File: config.mk
export PLATFORM = sky130hd
export DESIGN_NAME = conv1d_job_sequencer
export DESIGN_NICKNAME = d
export VERILOG_FILES = /design/src/rtl/conv1d_ctrl_pkg.sv /design/src/rtl/conv1d_phase_watchdog.sv /design/src/rtl/conv1d_job_sequencer.sv
export SDC_FILE = /design/constraint.sdc
export NUM_CORES = 1
export LEC_CHECK = 0
export CORE_ASPECT_RATIO = 0.5
export CORE_MARGIN = 2
export CORE_UTILIZATION = 30
export CTS_BUF_LIST = sky130_fd_sc_hd__clkbuf_4 sky130_fd_sc_hd__clkbuf_8 sky130_fd_sc_hd__clkbuf_16
export CTS_CLUSTER_DIAMETER = 200
export DETAILED_ROUTE_END_ITERATION = 6
export GPL_TIMING_DRIVEN = 0
export SETUP_SLACK_MARGIN = 0.3
export SYNTH_ARGS = -nofsm -noshare
export SYNTH_HDL_FRONTEND = slang
export SYNTH_HIERARCHICAL = 1
export SYNTH_SLANG_ARGS = --single-unit
File: constraint.sdc
create_clock -name clk -period 3.9 [get_ports clk]
set_input_delay 0.39 -clock clk [delete_from_list [all_inputs] [get_ports clk]]
set_output_delay 0.39 -clock clk [all_outputs]
set_load 0.02 [all_outputs]
File: src/rtl/conv1d_ctrl_pkg.sv
// Shared encodings for the Conv1D job sequencer: phase, step and top-level state.
// Imported by conv1d_job_sequencer and conv1d_phase_watchdog.
package conv1d_ctrl_pkg;

   typedef enum logic [2:0] {
      PH_WEIGHT = 3'd0,
      PH_OLOAD  = 3'd1,
      PH_ILOAD  = 3'd2,
      PH_COMP   = 3'd3,
      PH_WBACK  = 3'd4
   } phase_e;

   typedef enum logic [1:0] {
      ST_RST  = 2'd0,
      ST_GO   = 2'd1,
      ST_ARM  = 2'd2,
      ST_WAIT = 2'd3
   } step_e;

   typedef enum logic [1:0] {
      TOP_IDLE  = 2'd0,
      TOP_RUN   = 2'd1,
      TOP_DONE  = 2'd2,
      TOP_FAULT = 2'd3
   } top_e;

   // WBACK wraps to OLOAD; the caller decides whether the job is finished instead.
   function automatic phase_e phase_after(input phase_e p);
      phase_e n;
      case (p)
         PH_WEIGHT: n = PH_OLOAD;
         PH_OLOAD:  n = PH_ILOAD;
         PH_ILOAD:  n = PH_COMP;
         PH_COMP:   n = PH_WBACK;
         default:   n = PH_OLOAD;
      endcase
      return n;
   endfunction

endpackage

File: src/rtl/conv1d_phase_watchdog.sv
// Busy-cycle watchdog for one WAIT step: clears on WAIT entry, counts busy-high
// cycles, flags expiry on the cycle that would make the count reach the limit.
module conv1d_phase_watchdog
   import conv1d_ctrl_pkg::*;
#(
   parameter int Watchdog_Limit   = 64,
   parameter int Watchdog_in_bits = 7
) (
   input  logic clk,
   input  logic Reset_n,
   input  logic clr,
   input  logic cnt_en,
   output logic expired
);

   localparam logic [Watchdog_in_bits-1:0] CNT_LAST = Watchdog_in_bits'(Watchdog_Limit - 1);
   localparam logic [Watchdog_in_bits-1:0] CNT_ONE  = Watchdog_in_bits'(1);

   logic [Watchdog_in_bits-1:0] cnt_q;
   logic [Watchdog_in_bits-1:0] cnt_d;

   always_ff @(posedge clk or negedge Reset_n) begin
      if (!Reset_n) begin
         cnt_q <= '0;
      end else begin
         cnt_q <= cnt_d;
      end
   end

   always_comb begin
      cnt_d = cnt_q;
      if (clr) begin
         cnt_d = '0;
      end else if (cnt_en) begin
         cnt_d = cnt_q + CNT_ONE;
      end
   end

   assign expired = cnt_en && (cnt_q == CNT_LAST);

endmodule

File: src/rtl/conv1d_job_sequencer.sv
// Conv1D phase sequencer: one Start/Done job drives WEIGHT once, then OLOAD/ILOAD/COMP/WBACK
// per tile. Optional busy watchdog with FAULT state under CONV_PHASE_WATCHDOG_EN.
//
// state      | meaning
// IDLE       | waiting for Start, all outputs low
// RUN/RST    | phase index/step reset pulse
// RUN/GO     | phase command pulse
// RUN/ARM    | busy ignored while MEMController raises it
// RUN/WAIT   | hold while the phase busy level is high
// DONE       | one-cycle Done pulse
// FAULT      | watchdog expired, held until Abort or reset
module conv1d_job_sequencer
   import conv1d_ctrl_pkg::*;
#(
   parameter int Tile_Count_in_bits = 4,
   parameter int Watchdog_Limit     = 64,
   parameter int Watchdog_in_bits   = 7
) (
   input  logic                          clk,
   input  logic                          Reset_n,
   input  logic                          Start,
   input  logic                          Abort,
   input  logic [Tile_Count_in_bits-1:0] Num_Tiles,
   input  logic                          Weight_Loading_From_File,
   input  logic                          Output_Loading_From_File,
   input  logic                          Input_Loading_From_File,
   input  logic                          Computing,
   input  logic                          Output_Writing_To_File,
   output logic                          Weight_Mem_Index_Reset,
   output logic                          Output_Mem_Index_Reset,
   output logic                          Input_Mem_Index_Reset,
   output logic                          Comp_Reset,
   output logic                          Weight_Loading_Signal,
   output logic                          Output_Loading_Signal,
   output logic                          Input_Loading_Signal,
   output logic                          Computing_Signal,
   output logic                          Output_Writing_Signal,
   output logic                          Busy,
   output logic                          Done,
   output logic                          Fault,
   output logic [Tile_Count_in_bits-1:0] Tile_Idx
);

   localparam logic [Tile_Count_in_bits-1:0] TILE_ONE = Tile_Count_in_bits'(1);

   top_e                          top_q,    top_d;
   phase_e                        phase_q,  phase_d;
   step_e                         step_q,   step_d;
   logic [Tile_Count_in_bits-1:0] tile_q,   tile_d;
   logic [Tile_Count_in_bits-1:0] ntiles_q, ntiles_d;
   logic                          sel_busy;
   logic                          last_tile;

   always_comb begin
      sel_busy = 1'b0;
      case (phase_q)
         PH_WEIGHT: sel_busy = Weight_Loading_From_File;
         PH_OLOAD:  sel_busy = Output_Loading_From_File;
         PH_ILOAD:  sel_busy = Input_Loading_From_File;
         PH_COMP:   sel_busy = Computing;
         PH_WBACK:  sel_busy = Output_Writing_To_File;
         default:   sel_busy = 1'b0;
      endcase
   end

   assign last_tile = (tile_q == (ntiles_q - TILE_ONE));

`ifdef CONV_PHASE_WATCHDOG_EN
   logic wd_clr;
   logic wd_en;
   logic wd_expired;

   assign wd_clr = (top_q == TOP_RUN) && (step_q == ST_ARM);
   assign wd_en  = (top_q == TOP_RUN) && (step_q == ST_WAIT) && sel_busy;

   conv1d_phase_watchdog #(
      .Watchdog_Limit   (Watchdog_Limit),
      .Watchdog_in_bits (Watchdog_in_bits)
   ) u_watchdog (
      .clk     (clk),
      .Reset_n (Reset_n),
      .clr     (wd_clr),
      .cnt_en  (wd_en),
      .expired (wd_expired)
   );
`else
   logic unused_wd_cfg;
   assign unused_wd_cfg = (Watchdog_Limit > 0) && (Watchdog_in_bits > 0);
`endif

   always_ff @(posedge clk or negedge Reset_n) begin
      if (!Reset_n) begin
         top_q    <= TOP_IDLE;
         phase_q  <= PH_WEIGHT;
         step_q   <= ST_RST;
         tile_q   <= '0;
         ntiles_q <= '0;
      end else begin
         top_q    <= top_d;
         phase_q  <= phase_d;
         step_q   <= step_d;
         tile_q   <= tile_d;
         ntiles_q <= ntiles_d;
      end
   end

   always_comb begin
      top_d    = top_q;
      phase_d  = phase_q;
      step_d   = step_q;
      tile_d   = tile_q;
      ntiles_d = ntiles_q;
      if (Abort) begin
         top_d   = TOP_IDLE;
         phase_d = PH_WEIGHT;
         step_d  = ST_RST;
         tile_d  = '0;
      end else begin
         case (top_q)
            TOP_IDLE: begin
               if (Start) begin
                  ntiles_d = Num_Tiles;
                  tile_d   = '0;
                  phase_d  = PH_WEIGHT;
                  step_d   = ST_RST;
                  top_d    = (Num_Tiles == '0) ? TOP_DONE : TOP_RUN;
               end
            end
            TOP_RUN: begin
               case (step_q)
                  ST_RST: step_d = ST_GO;
                  ST_GO:  step_d = ST_ARM;
                  ST_ARM: step_d = ST_WAIT;
                  default: begin
`ifdef CONV_PHASE_WATCHDOG_EN
                     if (wd_expired) begin
                        top_d = TOP_FAULT;
                     end else
`endif
                     if (!sel_busy) begin
                        step_d = ST_RST;
                        if (phase_q != PH_WBACK) begin
                           phase_d = phase_after(phase_q);
                        end else if (last_tile) begin
                           top_d = TOP_DONE;
                        end else begin
                           tile_d  = tile_q + TILE_ONE;
                           phase_d = phase_after(phase_q);
                        end
                     end
                  end
               endcase
            end
            TOP_DONE: begin
               top_d  = TOP_IDLE;
               tile_d = '0;
            end
`ifdef CONV_PHASE_WATCHDOG_EN
            TOP_FAULT: top_d = TOP_FAULT;
`endif
            default: top_d = TOP_IDLE;
         endcase
      end
   end

   always_comb begin
      Weight_Mem_Index_Reset = 1'b0;
      Output_Mem_Index_Reset = 1'b0;
      Input_Mem_Index_Reset  = 1'b0;
      Comp_Reset             = 1'b0;
      Weight_Loading_Signal  = 1'b0;
      Output_Loading_Signal  = 1'b0;
      Input_Loading_Signal   = 1'b0;
      Computing_Signal       = 1'b0;
      Output_Writing_Signal  = 1'b0;
      Busy                   = 1'b0;
      Done                   = 1'b0;
`ifdef CONV_PHASE_WATCHDOG_EN
      Fault                  = 1'b0;
`endif
      case (top_q)
         TOP_RUN: begin
            Busy = 1'b1;
            if (step_q == ST_RST) begin
               case (phase_q)
                  PH_WEIGHT:          Weight_Mem_Index_Reset = 1'b1;
                  PH_OLOAD, PH_WBACK: Output_Mem_Index_Reset = 1'b1;
                  PH_ILOAD:           Input_Mem_Index_Reset  = 1'b1;
                  PH_COMP:            Comp_Reset             = 1'b1;
                  default: ;
               endcase
            end else if (step_q == ST_GO) begin
               case (phase_q)
                  PH_WEIGHT: Weight_Loading_Signal = 1'b1;
                  PH_OLOAD:  Output_Loading_Signal = 1'b1;
                  PH_ILOAD:  Input_Loading_Signal  = 1'b1;
                  PH_COMP:   Computing_Signal      = 1'b1;
                  PH_WBACK:  Output_Writing_Signal = 1'b1;
                  default: ;
               endcase
            end
         end
         TOP_DONE: begin
            Busy = 1'b1;
            Done = 1'b1;
         end
`ifdef CONV_PHASE_WATCHDOG_EN
         TOP_FAULT: begin
            Busy  = 1'b1;
            Fault = 1'b1;
         end
`endif
         default: ;
      endcase
   end

`ifndef CONV_PHASE_WATCHDOG_EN
   assign Fault = 1'b0;
`endif

   assign Tile_Idx = tile_q;

endmodule

==> results.json <==
{
  "area_growth_pct": 30.12,
  "synth-main-ff-cell": "dfrtp_1",
  "clock_path_buffers": 2,
  "firstDrtPassIters": 4,
  "rows": 16,
  "fin_crit_sh_pct": 64.07,
  "core_sq_um": 4004,
  "die_y_um": 50.26,
  "final-max-slew-violation-count": 0,
  "hold_buffers": 0,
  "ios": 29,
  "clkLatencyLatePin_ns": 0.25,
  "gp_congestion": 0.8511,
  "drive_above_1_share_pct": 15.34,
  "wl_um": 2870,
  "total_power_mw": 0.8118,
  "grt_pass1_wl_um": 4857,
  "status": "complete, no violations",
  "cp_max_fo": 5,
  "critPathMaxStageDelay_ns": 0.64,
  "path_cells": "inv_1 > ha_1 > nand3b_1 > nor3_1 > clkdlybuf4s50_1",
  "track_usage_pct": 12.85,
  "start_util_pct": 32.06,
  "syn_nets": 154,
  "cts_num_sinks": 15,
  "arrival_ns": 2.11,
  "cts_tree": "done",
  "die_w_um": 96.51,
  "maxSlewHeadroom_pct": 52.63,
  "root_buffer": "clkbuf_8",
  "rsz0062_at_grt": "no",
  "finalSetupViolations": 0,
  "vias_per_cell": 5.051,
  "post_cts_buffers": 0,
  "drtIter0Drc": 42,
  "timing.hold.ws_ns": 0.5499,
  "worst-setup-path-type": "register to primary output",
  "ant_nets": 0,
  "syn_inst": 132,
  "dp_hpwl_um": 2268,
  "tns_ns": 0,
  "antenna_found_initial": 0,
  "numPortBuffers": 27,
  "vdd_ir_drop_max_mv": 0.2200,
  "synthDistinctLibCells": 49,
  "cts-resized-gates": 0,
  "overflow": 0,
  "avgSynthCellArea_sq_um": 9.725,
  "dp_cells": 213,
  "dieArea_sq_um": 4850,
  "grt_max_degree": 16,
  "ys_warn_count": 6,
  "hp-class": "register to register",
  "hold_violations": 0,
  "slowest_stage": "clkdlybuf4s50_1",
  "htreeDepth": 1,
  "final_common_cell": "clkdlybuf4s50_1",
  "nNetsFinal": 186,
  "vias": 1096,
  "clkTransAtPathRegs_ns": 0.07,
  "endpoint_kind": "primary output",
  "diodes": 0,
  "numCtsBuffers": 3,
  "p_per_area_nw_per_um2": 486.0,
  "max_cap_viol_count": 0,
  "start_kind": "register",
  "final_cell_mix": "clkdlybuf4s50_1, dfrtp_1, ha_1",
  "wl_per_cell_um": 13.23,
  "max_slew.worst_pin.slew_ns": 0.7083,
  "grt_pass1_vias": 1041,
  "ys_seq_area_share_pct": 29.24,
  "netlist_area_sq_um": 1284,
  "async_reset_ff_share_pct": 100.0,
  "clock_skew_ns": 0.006825,
  "ys_seq_elements": 15,
  "layout.cells.non_filler": 217,
  "synth_edf_count": 0,
  "final_core_util_pct": 41.72,
  "fin_crit_ns": 2.499,
  "leakage_nw": 0.6692,
  "nFillCells": 391,
  "fmax_mhz": 400.2,
  "drcViolationCount": 0,
  "required_ns": 3.51
}
## through the flow
step	instance area (sq um)	setup slack, ns
2_1_floorplan	1284	2.003
6_report	1670	1.401
3_5_place_dp	1622	1.479
3_3_place_gp	1622	1.500
5_1_grt	1670	1.269
4_1_cts	1670	1.407
## cell usage after synthesis, types with 2 or more instances
cell type	instances	share of area, %
inv_1	8	2.3
xor2_1	2	1.4
mux2_2	4	3.5
nand3_1	7	2.7
nor2b_1	3	1.5
clkbuf_8	2	2.1
o31ai_1	2	1.2
nand3b_1	2	1.2
buf_4	2	1.2
mux2i_1	3	2.3
a211oi_1	2	1.2
nor4_1	4	1.9
or2_1	2	0.97
a21oi_1	6	2.3
o41ai_2	2	2.5
nor3_1	6	2.3
nand2_1	7	2.0
o211ai_1	2	1.2
nor2_1	7	2.0
ha_1	9	8.8
o21ai_0	8	3.1
dfrtp_1	15	29
## state kept, by name, summed over array words and instances, names as in the netlist
register  count
Tile_Idx      4
ntiles_q      4
phase_q       3
step_q        2
top_q         2
## critical path: cells and delay by family (launching register included)
kind	cells	cell delay [ns]
buffers and inverters	2	0.73
and+or+nand+nor	2	0.51
DFF	1	0.38
adders and majority gates	1	0.23
## power breakdown
group	switching [mW]	total, mW	internal, mW
Combinational	0.228	0.437	0.209
Sequential	0.0427	0.237	0.194
Clock	0.0588	0.138	0.0794
Total	0.329	0.812	0.483
## area by class of cell
| type | instances | area (sq um) | area share, % |
|---|---|---|---|
| tap | 54 | 67.56 | 4.045 |
| inverter | 9 | 33.78 | 2.022 |
| buffer | 5 | 46.29 | 2.772 |
| timing repair buffer | 27 | 270.3 | 16.18 |
| multi-input combinational | 103 | 828.3 | 49.59 |
| clock buffer | 4 | 48.80 | 2.921 |
| sequential | 15 | 375.4 | 22.47 |
## metal layers
layer	part of all wire [%]	GRT usage (%)	up-vias
li1	-	-	538
met1	50	18.22	535
met2	44	20.37	23
met3	5.6	3.303	0
met4	0	1.408	0
met5	0	0	-
## cell families after synthesis
family,count (synthesis),synth area share (%)
flip-flops,15,29.24
other,1,0.2921
adder cells (fa/ha/maj),9,8.772
buffers and inverters,14,6.237
multiplexers,10,9.648
AND/OR/NAND/NOR,48,21.15
XOR/XNOR,6,7.213
AO/OA/AOI/OAI,29,17.45
## worst paths after layout
| check | end | slack [ns] | depth (start not counted) | from |
|---|---|---|---|---|
| worst min-delay path | top_q[0]$_DFFE_PN0P_ | 0.55 | 1 | top_q[0]$_DFFE_PN0P_ |
| worst max register to register | top_q[0]$_DFFE_PN0P_ | 1.72 | 7 | top_q[1]$_DFFE_PN0P_ |
| max in group asynchronous | Tile_Idx[0]$_DFFE_PN0P_ | 2.88 | 1 | Reset_n |
| worst max-delay path | Input_Loading_Signal | 1.40 | 5 | step_q[0]$_DFFE_PN0P_ |
| worst min register to register | top_q[0]$_DFFE_PN0P_ | 0.55 | 1 | top_q[0]$_DFFE_PN0P_ |
| min in group asynchronous | step_q[1]$_DFFE_PN0P_ | 0.56 | 1 | Reset_n |
Note: power is estimated with default switching activity, not from simulation.
